File: src/rtl/clock_pkg.sv
// Shared widths, limits, a packed time-of-day record and the 24h-to-12h display mapping
// for the parametrised digital clock.
package clock_pkg;

  localparam int SEC_W  = 6;
  localparam int MIN_W  = 6;
  localparam int HOUR_W = 5;

  localparam logic [SEC_W-1:0]  SEC_MAX  = 6'd59;
  localparam logic [MIN_W-1:0]  MIN_MAX  = 6'd59;
  localparam logic [HOUR_W-1:0] HOUR_MAX = 5'd23;

  typedef struct packed {
    logic [HOUR_W-1:0] hour;
    logic [MIN_W-1:0]  min;
    logic [SEC_W-1:0]  sec;
  } time_t;

  // Returns {pm, hour12}; the hour 0 and hour 12 cases both display as 12.
  function automatic logic [HOUR_W:0] to_12h(input logic [HOUR_W-1:0] hour);
    logic [HOUR_W:0] res;
    if (hour == 5'd0) begin
      res = {1'b0, 5'd12};
    end else if (hour < 5'd12) begin
      res = {1'b0, hour};
    end else if (hour == 5'd12) begin
      res = {1'b1, 5'd12};
    end else begin
      res = {1'b1, hour - 5'd12};
    end
    return res;
  endfunction

endpackage

File: src/rtl/tick_prescaler.sv
// Seconds prescaler: counts running clk cycles and pulses adv on the last cycle of each second.
// clear restarts the second from zero and takes priority over counting.
module tick_prescaler #(
  parameter int TICK_DIV = 100_000_000,
  parameter int PRESC_W  = $clog2(TICK_DIV)
) (
  input  logic clk,
  input  logic rst_n,
  input  logic run,
  input  logic clear,
  output logic adv
);

  localparam logic [PRESC_W-1:0] LAST = PRESC_W'(TICK_DIV - 1);

  logic [PRESC_W-1:0] presc_q;
  logic [PRESC_W-1:0] presc_d;

  assign adv = run && (presc_q == LAST);

  // NOTE: every always_comb output gets a default first so no path can infer a latch.
  always_comb begin
    presc_d = presc_q;
    if (clear) begin
      presc_d = '0;
    end else if (run) begin
      presc_d = (presc_q == LAST) ? '0 : presc_q + PRESC_W'(1);
    end
  end

  // NOTE: sequential state uses non-blocking assignments only, so every register samples pre-edge values.
  always_ff @(posedge clk or negedge rst_n) begin
    if (!rst_n) begin
      presc_q <= '0;
    end else begin
      presc_q <= presc_d;
    end
  end

endmodule

File: src/rtl/digital_clock_param.sv
// Parametrised time-of-day clock with seconds prescaler, runtime set, run/stop, daily alarm
// and 12/24-hour display mapping.
module digital_clock_param
  import clock_pkg::*;
#(
  parameter int TICK_DIV = 100_000_000,
  parameter int PRESC_W  = $clog2(TICK_DIV)
) (
  input  logic              Clk,
  input  logic              reset,
  input  logic              run,
  input  logic              mode_12h,
  input  logic              set_valid,
  input  logic [SEC_W-1:0]  set_sec,
  input  logic [MIN_W-1:0]  set_min,
  input  logic [HOUR_W-1:0] set_hour,
  input  logic              alarm_wr,
  input  logic [HOUR_W-1:0] alarm_hour,
  input  logic [MIN_W-1:0]  alarm_min,
  input  logic              alarm_en,
  input  logic              alarm_ack,
  output logic [SEC_W-1:0]  seconds,
  output logic [MIN_W-1:0]  minutes,
  output logic [HOUR_W-1:0] hours,
  output logic              pm,
  output logic              tick_1s,
  output logic              day_tick,
  output logic              alarm,
  output logic              set_err
);

  time_t             time_q, time_d;
  logic [HOUR_W-1:0] alm_h_q, alm_h_d;
  logic [MIN_W-1:0]  alm_m_q, alm_m_d;
  logic              alarm_q, alarm_d;
  logic              tick_q, tick_d;
  logic              day_q, day_d;
  logic              err_q, err_d;

  logic              adv;
  logic              set_ok;
  logic              alm_ok;
  logic              trig;
  logic [HOUR_W:0]   disp12;

  assign set_ok = set_valid && (set_sec <= SEC_MAX) && (set_min <= MIN_MAX)
                  && (set_hour <= HOUR_MAX);
  assign alm_ok = alarm_wr && (alarm_hour <= HOUR_MAX) && (alarm_min <= MIN_MAX);

  // A valid set restarts the second, which also drops any advance due this cycle.
  tick_prescaler #(
    .TICK_DIV (TICK_DIV),
    .PRESC_W  (PRESC_W)
  ) u_presc (
    .clk   (Clk),
    .rst_n (reset),
    .run   (run),
    .clear (set_ok),
    .adv   (adv)
  );

  always_comb begin
    time_d = time_q;
    tick_d = 1'b0;
    day_d  = 1'b0;
    if (set_ok) begin
      time_d = '{hour: set_hour, min: set_min, sec: set_sec};
    end else if (adv) begin
      tick_d = 1'b1;
      if (time_q.sec == SEC_MAX) begin
        time_d.sec = '0;
        if (time_q.min == MIN_MAX) begin
          time_d.min = '0;
          if (time_q.hour == HOUR_MAX) begin
            time_d.hour = '0;
            day_d       = 1'b1;
          end else begin
            time_d.hour = time_q.hour + 5'd1;
          end
        end else begin
          time_d.min = time_q.min + 6'd1;
        end
      end else begin
        time_d.sec = time_q.sec + 6'd1;
      end
    end
  end

  // Only a genuine advance can trigger; a set landing on the alarm time stays silent.
  always_comb begin
    trig    = adv && !set_ok && alarm_en && (time_d.sec == '0)
              && (time_d.min == alm_m_q) && (time_d.hour == alm_h_q);
    alarm_d = trig || (alarm_q && !alarm_ack);
    alm_h_d = alm_ok ? alarm_hour : alm_h_q;
    alm_m_d = alm_ok ? alarm_min  : alm_m_q;
    err_d   = (set_valid && !set_ok) || (alarm_wr && !alm_ok);
  end

  always_ff @(posedge Clk or negedge reset) begin
    if (!reset) begin
      time_q  <= '0;
      alm_h_q <= '0;
      alm_m_q <= '0;
      alarm_q <= 1'b0;
      tick_q  <= 1'b0;
      day_q   <= 1'b0;
      err_q   <= 1'b0;
    end else begin
      time_q  <= time_d;
      alm_h_q <= alm_h_d;
      alm_m_q <= alm_m_d;
      alarm_q <= alarm_d;
      tick_q  <= tick_d;
      day_q   <= day_d;
      err_q   <= err_d;
    end
  end

  assign disp12   = to_12h(time_q.hour);
  assign seconds  = time_q.sec;
  assign minutes  = time_q.min;
  assign hours    = mode_12h ? disp12[HOUR_W-1:0] : time_q.hour;
  assign pm       = mode_12h && disp12[HOUR_W];
  assign tick_1s  = tick_q;
  assign day_tick = day_q;
  assign alarm    = alarm_q;
  assign set_err  = err_q;

endmodule
File: config.mk
export PLATFORM = sky130hd
export DESIGN_NAME = digital_clock_param
export DESIGN_NICKNAME = d
export VERILOG_FILES = /design/src/rtl/clock_pkg.sv /design/src/rtl/tick_prescaler.sv /design/src/rtl/digital_clock_param.sv
export SDC_FILE = /design/constraint.sdc
export NUM_CORES = 1
export LEC_CHECK = 0
export ABC_CLOCK_PERIOD_IN_PS = 3200
export BUFFER_PORTS_ARGS = -buffer_cell sky130_fd_sc_hd__buf_2
export CORE_MARGIN = 4
export CORE_UTILIZATION = 30
export DETAILED_ROUTE_END_ITERATION = 7
export PLACE_DENSITY = 0.44
export SLEW_MARGIN = 20
export SYNTH_ARGS = -nofsm -noshare
export SYNTH_HDL_FRONTEND = slang
export SYNTH_SLANG_ARGS = --single-unit
File: constraint.sdc
create_clock -name Clk -period 3.2 [get_ports Clk]
set_clock_uncertainty 0.1 [all_clocks]
set_input_delay 0.32 -clock Clk [delete_from_list [all_inputs] [get_ports Clk]]
set_output_delay 0.32 -clock Clk [all_outputs]
set_load 0.02 [all_outputs]
== Word level (Yosys, flattened, before mapping) ==
Index checks and enable logic that the tools add are counted.
W data, S select, Z words.

* Register bits: 59
* Bits in latches: 0
* Bits in writable memories: 0
* ROM bits: 0
* Bits of input ports: 36
* Output and inout port bits: 22
* Word-level logic and storage cells: 72
* Memories: 0

* Add/sub/neg operators: 5
* Multiply operators: 0
* Divide/modulo/power cells: 0
* Order comparisons: 6
* Eq/ne operators: 7
* Shifts and indexed selects: 0
* Multiplexer cells: 21
* Bitwise gates (word level): 0
* Reductions and logical operators: 23

{| class="wikitable"
|+ Operators by type and width
! operator !! count
|-
| $mux W27 || 3
|-
| $mux W17 || 2
|-
| $add A27 B1 Y27 const B || 1
|-
| $eq A27 B27 Y1 const B || 1
|-
| $mux W6 || 4
|-
| $mux W5 || 4
|-
| $le A6 B6 Y1 const B || 3
|-
| $logic_and A1 B1 Y1 || 15
|-
| $add A6 B1 Y6 const B || 2
|-
| $eq A6 B6 Y1 const B || 2
|-
| $mux W11 || 1
|-
| $le A5 B5 Y1 const B || 2
|-
| $mux W1 || 7
|-
| $eq A6 B6 Y1 || 1
|-
| $logic_not A6 Y1 || 1
|-
| $add A5 B1 Y5 const B || 1
|-
| $eq A5 B4 Y1 const B || 1
|-
| $eq A5 B5 Y1 || 1
|-
| $eq A5 B5 Y1 const B || 1
|-
| $logic_not A5 Y1 || 1
|-
| $lt A5 B4 Y1 const B || 1
|-
| $sub A5 B4 Y5 const B || 1
|-
| $logic_not A1 Y1 || 3
|-
| $logic_or A1 B1 Y1 || 2
|-
| $reduce_bool A2 Y1 || 1
|}

== Longest topological paths before layout ==
Gate-level depths: netlist of run 1.

* Word-level depth: 11
* Gate-level depth with buffers: 10
* Mapped depth without buffers: 10

== Hierarchy ==
A second synthesis of run 1 with hierarchy kept.

* Cells, all modules: 410
* Area total of the unflattened synthesis: 3767.4 um^2

{| class="wikitable"
|+ Modules (own cells, without submodules)
! module !! times used !! cells an instance !! area each (um^2) !! sequential area each (um^2)
|-
| digital_clock_param || 1 || 244 || 2193.4 || 800.8
|-
| tick_prescaler || 1 || 166 || 1574.0 || 675.6
|}

== Worst setup path after synthesis of run 1 ==
No wires, ideal clock.

* Kind: reg2reg
* Start point: register time_q (netlist bit seconds[0])
* End point: register alarm_q (netlist: alarm)
* Arrival: 2.734 ns
* Path slack: 0.274 ns
* Stages on the path, launching flop included: 10
* Period minus slack after synthesis: 2.926 ns
* Cell sequence: dfrtp_1 -> ha_1 -> and4b_2 -> nand2_1 -> nor4_4 -> mux2i_1 -> a221oi_2 -> a41oi_1 -> or4_1 -> o31ai_2

* Longest elaborated chain between the ends: 9
* Elaborated cells between the ends (all ways): 13

{| class="wikitable"
|+ RTL lines
! what !! RTL line !! RTL
|-
| from (decl) || digital_clock_param.sv:32 || <nowiki>time_t time_q, time_d;</nowiki>
|-
| from (signal assigned) || digital_clock_param.sv:109 || <nowiki>time_q <= time_d;</nowiki>
|-
| $add A6 B1 Y6 or $eq A6 B6 Y1 (tied branches) || digital_clock_param.sv:84, digital_clock_param.sv:70 ||
|-
| $mux W6 || digital_clock_param.sv:70 || <nowiki>if (time_q.sec == SEC_MAX) begin</nowiki>
|-
| $mux W17 * || digital_clock_param.sv:68 || <nowiki>end else if (adv) begin</nowiki>
|-
| $mux W17 * || digital_clock_param.sv:66 || <nowiki>if (set_ok) begin</nowiki>
|-
| $logic_not A6 Y1 || digital_clock_param.sv:91 || <nowiki>trig = adv && !set_ok && alarm_en && (time_d.sec == '0)</nowiki>
|-
| $logic_and A1 B1 Y1 || digital_clock_param.sv:91 ||
|-
| $logic_and A1 B1 Y1 || digital_clock_param.sv:92 || <nowiki>&& (time_d.min == alm_m_q) && (time_d.hour == alm_h_q);</nowiki>
|-
| $logic_and A1 B1 Y1 * || digital_clock_param.sv:92 ||
|-
| $logic_or A1 B1 Y1 * || digital_clock_param.sv:93 || <nowiki>alarm_d = trig || (alarm_q && !alarm_ack);</nowiki>
|-
| net alarm_d || digital_clock_param.sv:35 || <nowiki>logic alarm_q, alarm_d;</nowiki>
|-
| to (signal assigned) || digital_clock_param.sv:112 || <nowiki>alarm_q <= alarm_d;</nowiki>
|-
| to (decl) || digital_clock_param.sv:35 ||
|}

The timed path passes the listed nets; every way through them passes the cells marked *.
A chain may end at the register's enable or synchronous reset.

== Worst setup path in the final report of run 1 ==
* Start point: register time_q (netlist bit seconds[1])
* End point: register alarm_q (netlist: alarm)

The elaborated chain is that of the path after synthesis.

==> results.toml, run 1 <==
[outcome]
status = "finished, final reports clean"

[yosys]
synthAdderAreaFrac_pct = 2.541
synthSimpleGateAreaFrac_pct = 30.11
synth-seq-cells = 59
synth_edf_count = 0
synth_top_family_by_area = "simple AND/OR/NAND/NOR gates"
yosysTopAreaCell = "dfrtp_1"
syn_nets = 502
netlist.area_leader.share_pct = 37.48
synth_ff_type = "dfrtp_1"
synth-xor-area-share_pct = 3.558
synth.distinct_cells = 62
synthArstFlopShare_pct = 100.0
syn_area_per_cell_sq_um = 8.600
synth_warnings = 0
syn_area_sq_mm = 0.003939
seq_area_frac_synth_pct = 37.48
syn_inst = 458
synth_compound_area_share_pct = 16.07
yosys-top-cells-area = "dfrtp_1 (37%), nor2_1 (5.8%), nand2_1 (4.8%)"
synth.area.mux_share_pct = 3.590

[clocking]
clkTransAtPathRegs_ps = 50
cts.sinks = 59
post_cts_buffers = 0
numCtsBuffers = 9
htreeDepth = 3
clock_tree.root_cell = "clkbuf_16"
cts_resized = 0
ctsHoldBuffers = 0
tritoncts = "done"
clockBufferDepth = 2
clkLatencyLatePin_ps = 340

[worst_setup_path]
worstSetupPathType = "reg2reg"
r2r_start = "seconds[1]$_DFF_PN0_"
timing.critical_path.buf_inv = 0
critPathMaxStageDelay_ps = 580
worstPathRequired_ps = 3350
worstPathCellList = "ha_1 -> and4b_2 -> nand2_8 -> or4_1 -> o21a_1 -> o21ai_1 -> a41oi_1 -> or4_4 -> o31ai_2"
critPathTopFamily = "simple AND/OR/NAND/NOR gates"
cp.arrival_ps = 3200
crit_fanout = 4
slowest_stage = "or4_1"
crit_path_start = "seconds[1]$_DFF_PN0_"
startpoint_type = "flop"
end_kind = "flop"

[route]
finalWirelength_um = 11870
first_pass_iters = 4
drc = 0
wl_per_cell_um = 17.08
vias = 3576
viasPerCell = 5.145
drtIter0Drc = 203
drt.antenna.violating_nets = 0

[placed_design]
place_hpwl_um = 8984
gp_congestion = 0.8427
io_buffers = 57
place_ws_ps = 100.9

[global_route]
grt_antenna_before_repair = 0
grt_first_pass_wirelength_um = 19130
track_usage_pct = 16.71
grt_overflow_total = 0
grt_max_degree = 60
first_global_vias = 3512

[timing]
layout_min_cycle_time_ps = 3057
clock.fmax_mhz = 327.1
tns_ps = 0
hold_viol_final = 0
period_share_pct = 95.54
rsz0062_at_grt = "false"
slew_viol_final = 0
setup_viol = 0
relSlewSlack_pct = 47.70
worst_pin_slew_ps = 784.5
worst_slack_ps = 142.8

[hold_path]
hold_class = "in2async"

[floorplan]
core_sq_mm = 0.01272
rows = 41
pin_count = 58
die_w_um = 122.6
die_y_um = 122.6
die-area_sq_mm = 0.01503
start_util_pct = 30.96

[cells_and_area]
nets = 564
antenna_cells = 0
final_cell_mix = "nor2_1 (61), dfrtp_1 (59), buf_2 (57), nand2_1 (49), o21ai_0 (28)"
final_common_cell = "nor2_1"
drive_above_1_share_pct = 24.67
area_delta_synth_final_pct = 19.50

[job]
cap_violations = 0

[power_and_ir_drop]
p_per_area_mw_per_mm2 = 484.7
peakVddDrop_v = 0.0001637
p_leak_nw = 2.038
## worst reg2reg max path, stage by stage (launching register included)
cell,delay [ps]
dfrtp_1,390
ha_1,210
and4b_2,340
nand2_8,90
or4_1,580
o21a_1,210
o21ai_1,140
a41oi_1,150
or4_4,570
o31ai_2,180
## cells in the mapped netlist (all sizes together), types with 4 or more instances
| library cell | count |
|---|---|
| nor2 | 61 |
| dfrtp | 59 |
| nand2 | 51 |
| o21ai | 30 |
| a21oi | 22 |
| nand3 | 21 |
| buf | 20 |
| a31oi | 16 |
| inv | 16 |
| nand4 | 14 |
| xor2 | 13 |
| nor3 | 11 |
| clkbuf | 10 |
| and3 | 9 |
| mux2 | 9 |
| or3 | 9 |
| ha | 8 |
| nor4 | 6 |
| o31ai | 6 |
| and2 | 5 |
| and4 | 5 |
| nor2b | 5 |
| or4 | 5 |
| a211oi | 4 |
| mux2i | 4 |
| nand2b | 4 |
## cells by family after synthesis
| logic type | Yosys count |
|---|---|
| multiplexers | 13 |
| AO/OA/AOI/OAI | 100 |
| flip-flops | 59 |
| adder cells (fa/ha/maj) | 8 |
| XOR/XNOR | 16 |
| buffers and inverters | 46 |
| AND/OR/NAND/NOR | 216 |
## sequential cells by signal, indices dropped and copies added (netlist names)
register and flops:
u_presc.presc_q 27, alm_m_q 6, alarm 1, minutes 6, day_tick 1, set_err 1
alm_h_q 5, tick_1s 1, seconds 6, time_q 5
## final timing paths
path                                                   end  slack [ps]  cells after the start
max                                        alarm$_DFF_PN0_         140                      9
min                        u_presc.presc_q[26]$_DFFE_PN0P_          60                      2
max reg2reg                                alarm$_DFF_PN0_         140                      9
min reg2reg                u_presc.presc_q[24]$_DFFE_PN0P_         380                      1
max in group asynchronous           alm_m_q[2]$_DFFE_PN0P_        2430                      2
min in group Clk                      time_q[14]$_DFF_PN0_          80                      3
## report_power, final
group	switching [W]	leakage [nW]	internal, W
Sequential	0.0000697	0.754	0.000805
Clock	0.000339	0.137	0.000552
Combinational	0.000315	1.15	0.000201
Total	0.000723	2.04	0.00156
## final cells by class
type | count | area, sq um
clock buffer | 11 | 252.7
sequential | 59 | 1476
tap | 172 | 215.2
timing repair buffer | 81 | 465.4
clock inverter | 3 | 15.01
multi-input combinational | 353 | 2222
fill | 1378 | 8015
inverter | 16 | 60.06
## metal layers
metal	routed length, um	vias to the layer above	part of all wire, %	GRT usage (%)
met3	653	14	5.5	3.687
met4	214	0	1.8	6.928
li1	-	1770	-	-
met2	5067	92	43	23.63
met5	0	-	0	0
met1	5933	1700	50	24.46
## through the flow
step	std cells	power (W)	hold WS (ps)	cell area, sq um	util, %
final	695	0.002281	56.36	4707	37.00
after floorplan	458	0.001219	-75.59	3939	-
after global routing	695	0.002404	101.2	4707	37.00
after global placement	681	0.001398	364.0	4418	34.73
after detailed placement	681	0.001398	372.9	4418	34.73
after CTS	695	0.002311	68.52	4686	36.83
Note: power is estimated with default switching activity, not from simulation.
==> run 2, diff against run 1 <==
--- a/config.mk
+++ b/config.mk
@@ -5,6 +5,7 @@
 export SDC_FILE = /design/constraint.sdc
 export NUM_CORES = 1
 export LEC_CHECK = 0
+export ABC_AREA = 1
 export ABC_CLOCK_PERIOD_IN_PS = 3200
 export BUFFER_PORTS_ARGS = -buffer_cell sky130_fd_sc_hd__buf_2
 export CORE_MARGIN = 4
==> run 2 against run 1 <==
Core utilization decreased by 0.79 points. Count of clock-buffer cells in the layout down 2. Largest power group unchanged. Critical path type unchanged. Design area grew 6.4%. Synthesized cell count increased by 38%. Largest cell class unchanged. Area after synthesis increased by 7.0%. Flip-flop and latch count is the same.
==> results.toml, run 2 <==
[yosys]
synth.distinct_cells = 36
yosysMostFrequentCell = "nand2_1"
syn_nets = 678
seq_area_frac_synth_pct = 35.03
synth_ff_type = "dfrtp_1"
synthArstFlopShare_pct = 100.0
synth_edf_count = 0
netlist.area_leader.share_pct = 35.03
syn_inst = 634
synthTopCellsByCount = "nand2_1 (178), inv_1 (83), nor2_1 (80), dfrtp_1 (59), nand3_1 (55)"
synth_warnings = 0
syn_area_sq_mm = 0.004215
yosys-top-cells-area = "dfrtp_1 (35%), nand2_1 (16%), inv_1 (7.4%)"
syn_area_per_cell_sq_um = 6.649
synth-seq-cells = 59
yosysTopAreaCell = "dfrtp_1"

[cells_and_area]
drive_above_1_share_pct = 16.57
fill_cells = 1517
stdcell_area_sq_mm = 0.005006
final_cell_mix = "nand2_1 (178), inv_1 (83), nor2_1 (80), dfrtp_1 (59), buf_2 (57)"
largest_reg_flops = 27
final_util_pct = 36.20
top_register = "u_presc.presc_q"
antenna_cells = 0
area_delta_synth_final_pct = 18.76
nets = 733
stdcell_count = 874
final_common_cell = "nand2_1"

[placed_design]
place_hpwl_um = 9844
dp.cells = 857
placed_area_sq_mm = 0.004654
gp_congestion = 0.8758
io_buffers = 57

[clocking]
htreeDepth = 3
cts_resized = 0
clkLatencyLatePin_ps = 340
clockBufferDepth = 2
numCtsBuffers = 9
clkTransAtPathRegs_ps = 50
cts.sinks = 59
clock_tree.root_cell = "clkbuf_16"
tritoncts = "done"

[outcome]
status = "finished, final reports clean"

[worst_setup_path]
critPathTopFamily = "simple AND/OR/NAND/NOR gates"
crit_fanout = 18
startpoint_type = "flop"
worstSetupPathType = "reg2reg"
slowest_stage = "nor2_2"
timing.critical_path.buf_inv = 1
end_kind = "flop"
worstPathRequired_ps = 3380
cp.arrival_ps = 3010
cp_common_cell = "nand2_1"
critPathMaxStageDelay_ps = 540
worstPathCellList = "ha_1 -> nand3_1 -> nor2_2 -> nand2_1 -> inv_1 -> nand3_2 -> nand3_1 -> nand3_1 -> nand2_1 -> nand2_1 -> nor2_1 -> nand2_1 -> nor2_1 -> nand2_1 -> nand2_1"

[global_route]
grt_max_degree = 41
grt_antenna_before_repair = 0
first_global_vias = 4012
grt_overflow_total = 0
track_usage_pct = 16.29
grt_first_pass_wirelength_um = 20840

[floorplan]
pin_count = 58
start_util_pct = 30.49
die_w_um = 126.5
rows = 43
core_sq_mm = 0.01383
die_y_um = 126.5
die-area_sq_mm = 0.01601

[hold_path]
hold_class = "in2reg"

[route]
viasPerCell = 4.738
wl_per_cell_um = 14.34
drt.antenna.violating_nets = 0
vias = 4141
drtIter0Drc = 267
finalWirelength_um = 12530
first_pass_iters = 5
drc = 0

[timing]
rsz0062_at_grt = "false"
clock.fmax_mhz = 353.6
tns_ps = 0
worst_pin_slew_ps = 682.0
period_share_pct = 88.39
hold_viol_final = 0
slew_viol_final = 0
relSlewSlack_pct = 54.48
layout_min_cycle_time_ps = 2828
setup_viol = 0

[power_and_ir_drop]
p_leak_nw = 2.523
p_total_w = 0.002556
peakVddDrop_v = 0.0002320
p_per_area_mw_per_mm2 = 510.6

[job]
cap_violations = 0
## run 2: routing by layer
| layer | routed length, um | global-route usage [%] | vias to the layer above |
|---|---|---|---|
| li1 | - | - | 2142 |
| met1 | 6565 | 25.20 | 1879 |
| met2 | 5022 | 22.42 | 111 |
| met3 | 830 | 4.042 | 9 |
| met4 | 114 | 4.101 | 0 |
| met5 | 0 | 0 | - |
## run 2: final timing paths
| kind | slack [ps] | cells after the start | to | from |
|---|---|---|---|---|
| worst max-delay path | 370 | 15 | alarm$_DFF_PN0_ | seconds[0]$_DFF_PN0_ |
| worst min-delay path | 120 | 4 | alarm$_DFF_PN0_ | alarm_ack |
| worst max register to register | 370 | 15 | alarm$_DFF_PN0_ | seconds[0]$_DFF_PN0_ |
| worst min register to register | 390 | 2 | alarm$_DFF_PN0_ | alarm$_DFF_PN0_ |
| max in group asynchronous | 1710 | 3 | u_presc.presc_q[19]$_DFFE_PN0P_ | reset |
| min in group asynchronous | 380 | 2 | day_tick$_DFF_PN0_ | reset |
## run 2: tightest hold or removal path, stage by stage
cell and delay, ps:
buf_2 80, inv_1 30, nand2_1 40, nand2_1 40
## run 2: logic make-up after synthesis
kind of cell | count (synthesis) | synth area share [%]
multiplexers | 1 | 0.2671
AO/OA/AOI/OAI | 66 | 8.548
XOR/XNOR | 13 | 2.701
AND/OR/NAND/NOR | 378 | 40.13
adder cells (fa/ha/maj) | 8 | 2.375
buffers and inverters | 109 | 10.95
flip-flops | 59 | 35.03
## run 2: cell type report
cell class,instances,area (sq um),area share [%]
Multi-Input combinational cell,466,2277,45.49
Inverter,86,322.8,6.448
Sequential cell,59,1476,29.49
Tap cell,180,225.2,4.499
Clock buffer,9,225.2,4.499
Clock inverter,7,116.4,2.324
Timing Repair Buffer,67,362.8,7.248
## run 2: report_power, final
part | leakage, nW | switching (W) | internal, W | total [W]
sequential | 0.752 | 0.0000771 | 0.000817 | 0.000894
combinational | 1.61 | 0.000353 | 0.000193 | 0.000546
clock | 0.165 | 0.000358 | 0.000758 | 0.00112
total | 2.52 | 0.000788 | 0.00177 | 0.00256
## run 2: per-stage QoR
step | worst slack [ps] | hold slack (ps)
final | 371.6 | 118.9
after floorplan | 1241 | -75.59
after global routing | 137.9 | 114.7
after CTS | 352.3 | 104.2
after global placement | 524.8 | 219.6
after detailed placement | 366.5 | 225.4
## run 2: repair_timing
action | 4_1_cts | 5_1_grt
buffers inserted | 0 | 0
endpoints found under the hold margin | 19 | 0
hold buffers | 1 | 0
==> run 3, diff against run 2 <==
--- a/config.mk
+++ b/config.mk
@@ -5,13 +5,14 @@
 export SDC_FILE = /design/constraint.sdc
 export NUM_CORES = 1
 export LEC_CHECK = 0
-export ABC_AREA = 1
 export ABC_CLOCK_PERIOD_IN_PS = 3200
 export BUFFER_PORTS_ARGS = -buffer_cell sky130_fd_sc_hd__buf_2
+export CELL_PAD_IN_SITES_DETAIL_PLACEMENT = 1
+export CELL_PAD_IN_SITES_GLOBAL_PLACEMENT = 1
 export CORE_MARGIN = 4
 export CORE_UTILIZATION = 30
 export DETAILED_ROUTE_END_ITERATION = 7
-export PLACE_DENSITY = 0.44
+export PLACE_DENSITY = 0.56
 export SLEW_MARGIN = 20
 export SYNTH_ARGS = -nofsm -noshare
 export SYNTH_HDL_FRONTEND = slang
==> run 3 against run 2 <==
The run now ends with hold timing left. Global-route usage up 1.8 points. Critical path depth decreased by 6. Worst setup slack got worse by 210 ps. Total power is 6.2% lower. Critical endpoint unchanged. Sequential power fell by 1%. Highest routed layer unchanged. Register-to-register slack worse by 210 ps. Core utilization increased by 1.3 points. Clock power shrank 9.8%. Design area decreased by 4.6%. Flip-flop and latch count did not move. Largest cell class unchanged. First-iteration DRC count decreased by 40%.
==> results.toml, run 3 (synthesis gave the netlist of run 1 again) <==
[outcome]
status = "finished, violations left"
violations = "hold timing"

[timing]
worst_slack_ps = 164.9
hold_viol_final = 1
layout_min_cycle_time_ps = 3035
period_share_pct = 94.85
slew_viol_final = 0
hold_ws_ps = -0.03286
worst_pin_slew_ps = 859.3
setup_viol = 0
rsz0062_at_grt = "false"
tns_ps = 0
clock.fmax_mhz = 329.5
relSlewSlack_pct = 42.71

[floorplan]
start_util_pct = 30.96
pin_count = 58
core_sq_mm = 0.01272
die-area_sq_mm = 0.01503
die_w_um = 122.6
die_y_um = 122.6
rows = 41

[clocking]
ctsHoldBuffers = 0
tritoncts = "done"
clkTransAtPathRegs_ps = 50
clock_tree.root_cell = "clkbuf_16"
clockBufferDepth = 2
cts.sinks = 59
htreeDepth = 3
clkLatencyLatePin_ps = 330
numCtsBuffers = 9

[power_and_ir_drop]
p_total_w = 0.002397
p_leak_nw = 2.056
peakVddDrop_v = 0.0002966
p_per_area_mw_per_mm2 = 501.9

[cells_and_area]
nets = 569
final_common_cell = "nor2_1"
antenna_cells = 0
largest_reg_flops = 27
multi_input_area_sq_mm = 0.002213
fill_cells = 1570
top_register = "u_presc.presc_q"
stdcell_count = 702
regArea_sq_mm = 0.001476
area_delta_synth_final_pct = 21.25
drive_above_1_share_pct = 24.91
final_cell_mix = "nor2_1 (61), dfrtp_1 (59), buf_2 (57), nand2_1 (50), buf_4 (29)"
stdcell_area_sq_mm = 0.004776

[job]
cap_violations = 0

[global_route]
track_usage_pct = 18.12
grt_max_degree = 35
grt_antenna_before_repair = 0
grt_overflow_total = 0
grt_first_pass_wirelength_um = 20890
first_global_vias = 3827

[worst_setup_path]
crit_fanout = 6
worstSetupPathType = "reg2reg"
startpoint_type = "flop"
cp.arrival_ps = 3180
worstPathRequired_ps = 3340
end_kind = "flop"

[placed_design]
io_buffers = 57
gp_congestion = 0.8241
placed_area_sq_mm = 0.004433
dp.cells = 683
place_ws_ps = 159.0
place_hpwl_um = 9947

[route]
first_pass_iters = 4
vias = 3701
drt.antenna.violating_nets = 0
drc = 0
drtIter0Drc = 159
wl_per_cell_um = 18.38
viasPerCell = 5.272
finalWirelength_um = 12900

[hold_path]
hold_class = "in2async"
-- run 3: worst max-delay path: stages (launching register included) --
cell      delay [ps]
dfrtp_1          370
ha_1             330
nand2b_4         120
or2_1            300
nor4_4           340
mux2i_1          170
a221oi_2         300
a41oi_1          150
or4_1            580
o31ai_2          180
-- run 3: cell type report --
cell class              count  share of cell area (%)
clock buffers              15                   5.816
clock inverters             1                  0.6288
inverters                  16                   1.258
multi-input cells         353                   46.35
repair buffers             86                   10.53
flip-flops and latches     59                   30.91
well taps                 172                   4.506
-- run 3: where the power goes --
group          switching (W)  internal (W)
Clock               0.000340      0.000667
Sequential         0.0000777      0.000805
Combinational       0.000310      0.000198
-- run 3: metrics by stage --
step / utilization [%] / hold WS (ps)
2_1_floorplan: - / -75.59
3_3_place_gp: 34.84 / 373.6
3_5_place_dp: 34.84 / 386.4
4_1_cts: 37.26 / 30.61
5_1_grt: 37.54 / 68.23
6_report: 37.54 / -0.03286
-- run 3: repair_timing --
action / CTS / global route
gates resized for setup: 0 / 2
setup buffers: 0 / 3
setup endpoints to repair: 0 / 1
-- run 3: worst paths after layout --
check / start / end / slack, ps / cells past startpoint
max reg2reg: minutes[0]$_DFF_PN0_ / alarm$_DFF_PN0_ / 160 / 9
min: reset / u_presc.presc_q[6]$_DFFE_PN0P_ / -0.03 / 1
max: minutes[0]$_DFF_PN0_ / alarm$_DFF_PN0_ / 160 / 9
min in group Clk: set_hour[1] / time_q[13]$_DFF_PN0_ / 100 / 3
max in group asynchronous: reset / alm_h_q[2]$_DFFE_PN0P_ / 2280 / 2
min reg2reg: u_presc.presc_q[24]$_DFFE_PN0P_ / u_presc.presc_q[24]$_DFFE_PN0P_ / 390 / 1
-- run 3: layer usage --
metal	routed length, um	global-route usage, %	up-vias
met2	6451	30.99	66
met4	232	6.928	0
met1	5749	22.58	1845
met3	472	3.502	16
li1	-	-	1774
met5	0	0	-
